<file path="config.mk">
export PLATFORM = sky130hd
export DESIGN_NAME = mem_arbiter_flat
export DESIGN_NICKNAME = d
export VERILOG_FILES = /design/src/rtl/mem_arbiter_if.sv /design/src/rtl/mem_arbiter.sv /design/src/flat_wrapper.sv
export SDC_FILE = /design/constraint.sdc
export NUM_CORES = 1
export LEC_CHECK = 0
export CAP_MARGIN = 40
export CORE_AREA = 2 2 168 170
export CTS_CLUSTER_DIAMETER = 40
export DETAILED_ROUTE_END_ITERATION = 10
export DIE_AREA = 0 0 170 172
export DONT_BUFFER_PORTS = 1
export PLACE_DENSITY = 0.32
export SETUP_SLACK_MARGIN = 0.5
export SLEW_MARGIN = 20
export SYNTH_ARGS = -nofsm -noshare
export SYNTH_HDL_FRONTEND = slang
export SYNTH_SLANG_ARGS = --single-unit
export TNS_END_PERCENT = 20
</file>
<file path="constraint.sdc">
create_clock -name CLK -period 3.2 [get_ports CLK]
set_clock_uncertainty 0.15 [all_clocks]
set_input_delay 0.32 -clock CLK [delete_from_list [all_inputs] [get_ports CLK]]
set_output_delay 0.32 -clock CLK [all_outputs]
set_load 0.02 [all_outputs]
</file>
<file path="src/rtl/mem_arbiter_if.sv">
// Cache-side and RAM-side signals of the shared memory arbiter.
// The slave modport is the arbiter's view; the master modport is the caches and RAM.
interface mem_arbiter_if #(
    parameter int NCPU = 2
);
    logic [NCPU-1:0]      iREN;
    logic [NCPU-1:0]      dREN;
    logic [NCPU-1:0]      dWEN;
    logic [NCPU-1:0]      iwait;
    logic [NCPU-1:0]      dwait;
    logic [32*NCPU-1:0]   iaddr;
    logic [32*NCPU-1:0]   daddr;
    logic [32*NCPU-1:0]   dstore;
    logic [32*NCPU-1:0]   iload;
    logic [32*NCPU-1:0]   dload;
    logic                 ramREN;
    logic                 ramWEN;
    logic [31:0]          ramaddr;
    logic [31:0]          ramstore;
    logic [31:0]          ramload;
    logic [1:0]           ramstate;
    logic                 ram_err;

    modport slave (
        input  iREN, iaddr, dREN, dWEN, daddr, dstore, ramload, ramstate,
        output iwait, dwait, iload, dload, ramREN, ramWEN, ramaddr, ramstore, ram_err
    );

    modport master (
        output iREN, iaddr, dREN, dWEN, daddr, dstore, ramload, ramstate,
        input  iwait, dwait, iload, dload, ramREN, ramWEN, ramaddr, ramstore, ram_err
    );
endinterface

</file>
<file path="src/rtl/mem_arbiter.sv">
// Shares one RAM port between the icaches and dcaches of NCPU cores: dcache first,
// round-robin between cores, dcache grants locked for a whole block.
module mem_arbiter #(
    parameter int NCPU        = 2,
    parameter int BLOCK_WORDS = 2,
    parameter int IDLE_TMO    = 4
) (
    input logic          CLK,
    input logic          nRST,
    mem_arbiter_if.slave bus
);
    localparam int IW = (NCPU > 1) ? $clog2(NCPU) : 1;
    localparam int WW = $clog2(BLOCK_WORDS + 1);
    localparam int TW = $clog2(IDLE_TMO + 1);

    typedef enum logic [1:0] {IDLE, DGNT, IGNT} state_t;

    state_t          state;
    logic [IW-1:0]   gidx;
    logic [IW-1:0]   rr;
    logic [IW-1:0]   rr_next;
    logic [IW-1:0]   dwin;
    logic [IW-1:0]   iwin;
    logic [WW-1:0]   wcnt;
    logic [TW-1:0]   tmo;
    logic            ram_err_q;
    logic [31:0]     addr_hold;
    logic [31:0]     store_hold;
    logic [31:0]     addr_c;
    logic [31:0]     store_c;
    logic [NCPU-1:0] dreq;
    logic [NCPU-1:0] iwait_c;
    logic [NCPU-1:0] dwait_c;
    logic            dfound;
    logic            ifound;
    logic            ren;
    logic            wen;
    logic            strobe;
    logic            done;

    assign dreq    = bus.dREN | bus.dWEN;
    assign rr_next = (gidx == IW'(NCPU - 1)) ? '0 : gidx + IW'(1);

    // First requester at or above the round-robin pointer, wrapping.
    always_comb begin : pick
        logic [IW-1:0] idx;
        idx    = '0;
        dwin   = '0;
        iwin   = '0;
        dfound = 1'b0;
        ifound = 1'b0;
        for (int k = 0; k < NCPU; k++) begin
            idx = IW'((int'(rr) + k) % NCPU);
            if (!dfound && dreq[idx]) begin
                dfound = 1'b1;
                dwin   = idx;
            end
            if (!ifound && bus.iREN[idx]) begin
                ifound = 1'b1;
                iwin   = idx;
            end
        end
    end

    always_comb begin
        ren     = 1'b0;
        wen     = 1'b0;
        addr_c  = addr_hold;
        store_c = store_hold;
        case (state)
            DGNT: begin
                wen     = bus.dWEN[gidx];
                ren     = bus.dREN[gidx] & ~bus.dWEN[gidx];
                addr_c  = bus.daddr[32*gidx +: 32];
                store_c = bus.dstore[32*gidx +: 32];
            end
            IGNT: begin
                ren    = bus.iREN[gidx];
                addr_c = bus.iaddr[32*gidx +: 32];
            end
            default: ;
        endcase
    end

    assign strobe = ren | wen;
    assign done   = strobe && (bus.ramstate == 2'b10);

    always_comb begin
        iwait_c = '1;
        dwait_c = '1;
        if (done && state == IGNT) iwait_c[gidx] = 1'b0;
        if (done && state == DGNT) dwait_c[gidx] = 1'b0;
    end

    assign bus.ramREN   = ren;
    assign bus.ramWEN   = wen;
    assign bus.ramaddr  = addr_c;
    assign bus.ramstore = store_c;
    assign bus.iwait    = iwait_c;
    assign bus.dwait    = dwait_c;
    assign bus.iload    = {NCPU{bus.ramload}};
    assign bus.dload    = {NCPU{bus.ramload}};
    assign bus.ram_err  = ram_err_q;

    always_ff @(posedge CLK or negedge nRST) begin
        if (!nRST) begin
            state      <= IDLE;
            gidx       <= '0;
            rr         <= '0;
            wcnt       <= '0;
            tmo        <= '0;
            ram_err_q  <= 1'b0;
            addr_hold  <= '0;
            store_hold <= '0;
        end else begin
            if (state != IDLE && bus.ramstate == 2'b11) ram_err_q <= 1'b1;
            if (state != IDLE) begin
                addr_hold  <= addr_c;
                store_hold <= store_c;
            end
            case (state)
                IDLE: begin
                    if (dfound) begin
                        state <= DGNT;
                        gidx  <= dwin;
                        wcnt  <= '0;
                        tmo   <= '0;
                    end else if (ifound) begin
                        state <= IGNT;
                        gidx  <= iwin;
                    end
                end
                // The lock survives a dropped strobe until the idle timeout expires.
                DGNT: begin
                    if (strobe) begin
                        tmo <= '0;
                        if (done) begin
                            if (wcnt == WW'(BLOCK_WORDS - 1)) begin
                                state <= IDLE;
                                wcnt  <= '0;
                                rr    <= rr_next;
                            end else begin
                                wcnt <= wcnt + WW'(1);
                            end
                        end
                    end else if (tmo == TW'(IDLE_TMO - 1)) begin
                        state <= IDLE;
                        wcnt  <= '0;
                        tmo   <= '0;
                        rr    <= rr_next;
                    end else begin
                        tmo <= tmo + TW'(1);
                    end
                end
                IGNT: begin
                    if (done || !bus.iREN[gidx]) begin
                        state <= IDLE;
                        rr    <= rr_next;
                    end
                end
                default: state <= IDLE;
            endcase
        end
    end
endmodule
</file>
<file path="src/flat_wrapper.sv">
// flat-port wrapper written by rule: the top's interface ports become plain ports
module mem_arbiter_flat 
#(
    parameter int NCPU        = 2,
    parameter int BLOCK_WORDS = 2,
    parameter int IDLE_TMO    = 4
)
  (CLK, nRST, bus_iREN, bus_iaddr, bus_dREN, bus_dWEN, bus_daddr, bus_dstore, bus_ramload, bus_ramstate, bus_iwait, bus_dwait, bus_iload, bus_dload, bus_ramREN, bus_ramWEN, bus_ramaddr, bus_ramstore, bus_ram_err);
  mem_arbiter_if #(.NCPU(NCPU)) bus_i ();
  input logic CLK;
  input logic nRST;
  input wire logic [$bits(bus_i.iREN)-1:0] bus_iREN;
  input wire logic [$bits(bus_i.iaddr)-1:0] bus_iaddr;
  input wire logic [$bits(bus_i.dREN)-1:0] bus_dREN;
  input wire logic [$bits(bus_i.dWEN)-1:0] bus_dWEN;
  input wire logic [$bits(bus_i.daddr)-1:0] bus_daddr;
  input wire logic [$bits(bus_i.dstore)-1:0] bus_dstore;
  input wire logic [$bits(bus_i.ramload)-1:0] bus_ramload;
  input wire logic [$bits(bus_i.ramstate)-1:0] bus_ramstate;
  output wire logic [$bits(bus_i.iwait)-1:0] bus_iwait;
  output wire logic [$bits(bus_i.dwait)-1:0] bus_dwait;
  output wire logic [$bits(bus_i.iload)-1:0] bus_iload;
  output wire logic [$bits(bus_i.dload)-1:0] bus_dload;
  output wire logic [$bits(bus_i.ramREN)-1:0] bus_ramREN;
  output wire logic [$bits(bus_i.ramWEN)-1:0] bus_ramWEN;
  output wire logic [$bits(bus_i.ramaddr)-1:0] bus_ramaddr;
  output wire logic [$bits(bus_i.ramstore)-1:0] bus_ramstore;
  output wire logic [$bits(bus_i.ram_err)-1:0] bus_ram_err;
  assign bus_i.iREN = bus_iREN;
  assign bus_i.iaddr = bus_iaddr;
  assign bus_i.dREN = bus_dREN;
  assign bus_i.dWEN = bus_dWEN;
  assign bus_i.daddr = bus_daddr;
  assign bus_i.dstore = bus_dstore;
  assign bus_i.ramload = bus_ramload;
  assign bus_i.ramstate = bus_ramstate;
  assign bus_iwait = bus_i.iwait;
  assign bus_dwait = bus_i.dwait;
  assign bus_iload = bus_i.iload;
  assign bus_dload = bus_i.dload;
  assign bus_ramREN = bus_i.ramREN;
  assign bus_ramWEN = bus_i.ramWEN;
  assign bus_ramaddr = bus_i.ramaddr;
  assign bus_ramstore = bus_i.ramstore;
  assign bus_ram_err = bus_i.ram_err;
  mem_arbiter #(.NCPU(NCPU), .BLOCK_WORDS(BLOCK_WORDS), .IDLE_TMO(IDLE_TMO)) u_core (.CLK(CLK), .nRST(nRST), .bus(bus_i));
endmodule
</file>
==> run metrics <==
number of global-route vias before repair 3720; Clock Root Buffer clkbuf_16; Initial Util 0.211; library cells used by synthesis 45; Max Freq 0.369 GHz; initial antenna violation count 1; Overflow after GRT 0; worst relative slew slack 0.555; Setup CP Type register to output pin; Tcrit/Tclk final 0.848; RSZ-0062 raised after global routing true; Hold Path Cell Cnt 3; final number of hold-violating endpoints 0; Final Slew Violations 0; Clk Latency, worst-skew pair 0.34 ns; Post-synth EDFFs 0; clock-pin slew on the worst setup and hold paths 0.07 ns; Reg2Reg Depth 7; via/cell ratio 4.49; FP Rows 61; Yosys reg bits 74; I/O pin count 433; Max Cap Viol 0; Max FO, Critical Path 8; clk sinks 74; DRC Markers 0; first-pass GRT wire length 22100 um; Die Y 172 um; Data arrival, critical path 2.24 ns; Starting DRT DRC Count 148; Worst Path Required 2.73 ns; run status complete, no violations; setup violators final 0; Tot GR Track Use 0.103; asr flop ratio synth 1.00; final std cells w/o fill 797; top cells by area, synth dfrtp_1 32%, buf_4 17%, mux2_2 12%, mux4_2 12%, mux2i_1 5.7%; CTS Buf Count 9; Fin Hold WS 0.0584 ns; largest net degree at the start of global routing 75; DIE AREA 0.0292 mm2; synthesized area 0.00581 mm2; YS warnings 0; H-tree levels 3; crit path launch type register; syn avg cell area 10.3 um2; diodes inserted 0; share of layout cells above drive strength 1 0.368; LEAKAGE 2.32 nW; Worst Setup End Kind output pin; fin crit period 2.71 ns; antenna-violating nets left 0; via count 3581; core area 0.0275 mm2; Power Density 1310 mW/mm2; Pre-antenna DRT Iters 4; syn_nets 801; sequential element share of the synthesized area 0.319; hpwl dp 11200 um; Placed Cells 756; DP Worst Slack 0.626 ns; Cells after Synth 563; CTS Buffer Depth 2; post-route worst setup slack 0.487 ns; CTS tree built; IO buf count 0; WL final 16200 um; Register-to-Register Setup Slack 0.76 ns; fin nets 684; gp weighted congestion 0.717; Layout area overhead 1.74%; post-layout util 0.215; Setup TNS 0 ns; Worst Tran Pin Value 0.662 ns; die extent in x 170 um; per-cell routed wire length 20.3 um; top cell type's share of synthesized area 0.319; peak supply drop 0.302 mV; main flop type after synthesis dfrtp_1; HP Class input pin to register; area leader, netlist dfrtp_1
-- cells in the final DEF (no fill, tap or decap), drive strengths merged, types with 3 or more instances in the layout --
master       synthesis  final
dlygate4sd3          0      3
mux2                65     65
a21boi               3      3
o21ai               35     35
dfrtp               74     74
buf                142     30
inv                  6      6
nor2                38     38
nand2               43     43
mux4                32     32
nor3                 3      3
mux2i               33     33
clkinvlp             0      3
ha                   4      4
a21oi               36     36
clkbuf              20     11
-- metrics by stage --
| step | power (mW) | area (um2) |
|---|---|---|
| floorplan | 5.61 | 5810 |
| global placement | 6.16 | 5210 |
| detailed placement | 6.24 | 5210 |
| CTS | 7.52 | 5650 |
| global route | 8.31 | 5910 |
| finish | 7.74 | 5910 |
-- area by class of cell --
type | instances | area [um2]
Fill cell | 2952 | 21600
Multi-Input combinational cell | 321 | 2920
Sequential cell | 74 | 1860
Tap cell | 346 | 433
Timing Repair Buffer | 34 | 369
Clock buffer | 10 | 239
Clock inverter | 6 | 66.3
Inverter | 6 | 22.5
-- sequential cells by signal, summed over array words and instances (netlist names) --
name	count
u_core.addr_hold	32
u_core.store_hold	32
u_core.tmo	3
u_core.state	2
u_core.wcnt	2
u_core.bus.ram_err	1
u_core.gidx	1
u_core.rr	1
-- power by group --
group | total (mW) | internal [mW] | switching, mW
Sequential | 1.65 | 1.41 | 0.237
Clock | 1.08 | 0.626 | 0.452
Combinational | 5.01 | 2.07 | 2.94
-- worst paths after layout --
| kind | startpoint | to |
|---|---|---|
| max | u_core.state[0]$_DFFE_PN0P_ | bus_ramaddr[26] |
| min | bus_dREN[1] | u_core.state[1]$_DFFE_PN0P_ |
| max reg2reg | u_core.state[0]$_DFFE_PN0P_ | u_core.addr_hold[18]$_DFFE_PN0N_ |
| min reg2reg | u_core.store_hold[17]$_DFFE_PN0N_ | u_core.store_hold[17]$_DFFE_PN0N_ |
| max in group asynchronous | nRST | u_core.gidx$_DFFE_PN0P_ |
| min in group asynchronous | nRST | u_core.store_hold[3]$_DFFE_PN0N_ |
-- kinds of logic after synthesis --
| logic type | synth area share |
|---|---|
| DFF | 0.319 |
| AOI/OAI and AO/OA | 0.0913 |
| and+or+nand+nor | 0.0743 |
| buffers and inverters | 0.199 |
| adders and majority gates | 0.00862 |
| muxes | 0.308 |
-- synthesized netlist by cell type, types with 2 or more instances --
library cell    n
nand2_1        43
nand3b_1        2
buf_1           3
o21ai_0        34
nand3_1         2
inv_2           2
nor2_1         38
buf_4         131
a21boi_0        3
mux4_2         32
inv_1           4
nor3_1          3
buf_2           4
mux2i_1        33
clkbuf_1       20
a21oi_1        36
a31oi_1         2
ha_1            4
or2_2           2
dfrtp_1        74
buf_6           4
mux2_2         64
-- worst max-delay path, cell delays in order, from the launching register on --
cell     delay, ns
dfrtp_1       0.42
inv_2         0.12
ha_4          0.22
buf_12        0.15
buf_6         0.11
mux4_2        0.52
mux2_4        0.33
-- metal layers --
metal	vias up	track usage	share of wire
li1	1626	-	-
met4	2	0.0349	0.010
met1	1690	0.107	0.38
met2	252	0.193	0.52
met5	-	0	0.0011
met3	11	0.0362	0.091
-- what timing repair did --
action	4_1_cts	5_1_grt
pin swaps	0	2
gates resized for setup	7	22
gates cloned	1	1
endpoints found under the hold margin	75	0
setup buffers	2	17
hold buffers	4	0
endpoints found under the setup margin	36	49
(Power assumes the default switching activity.)
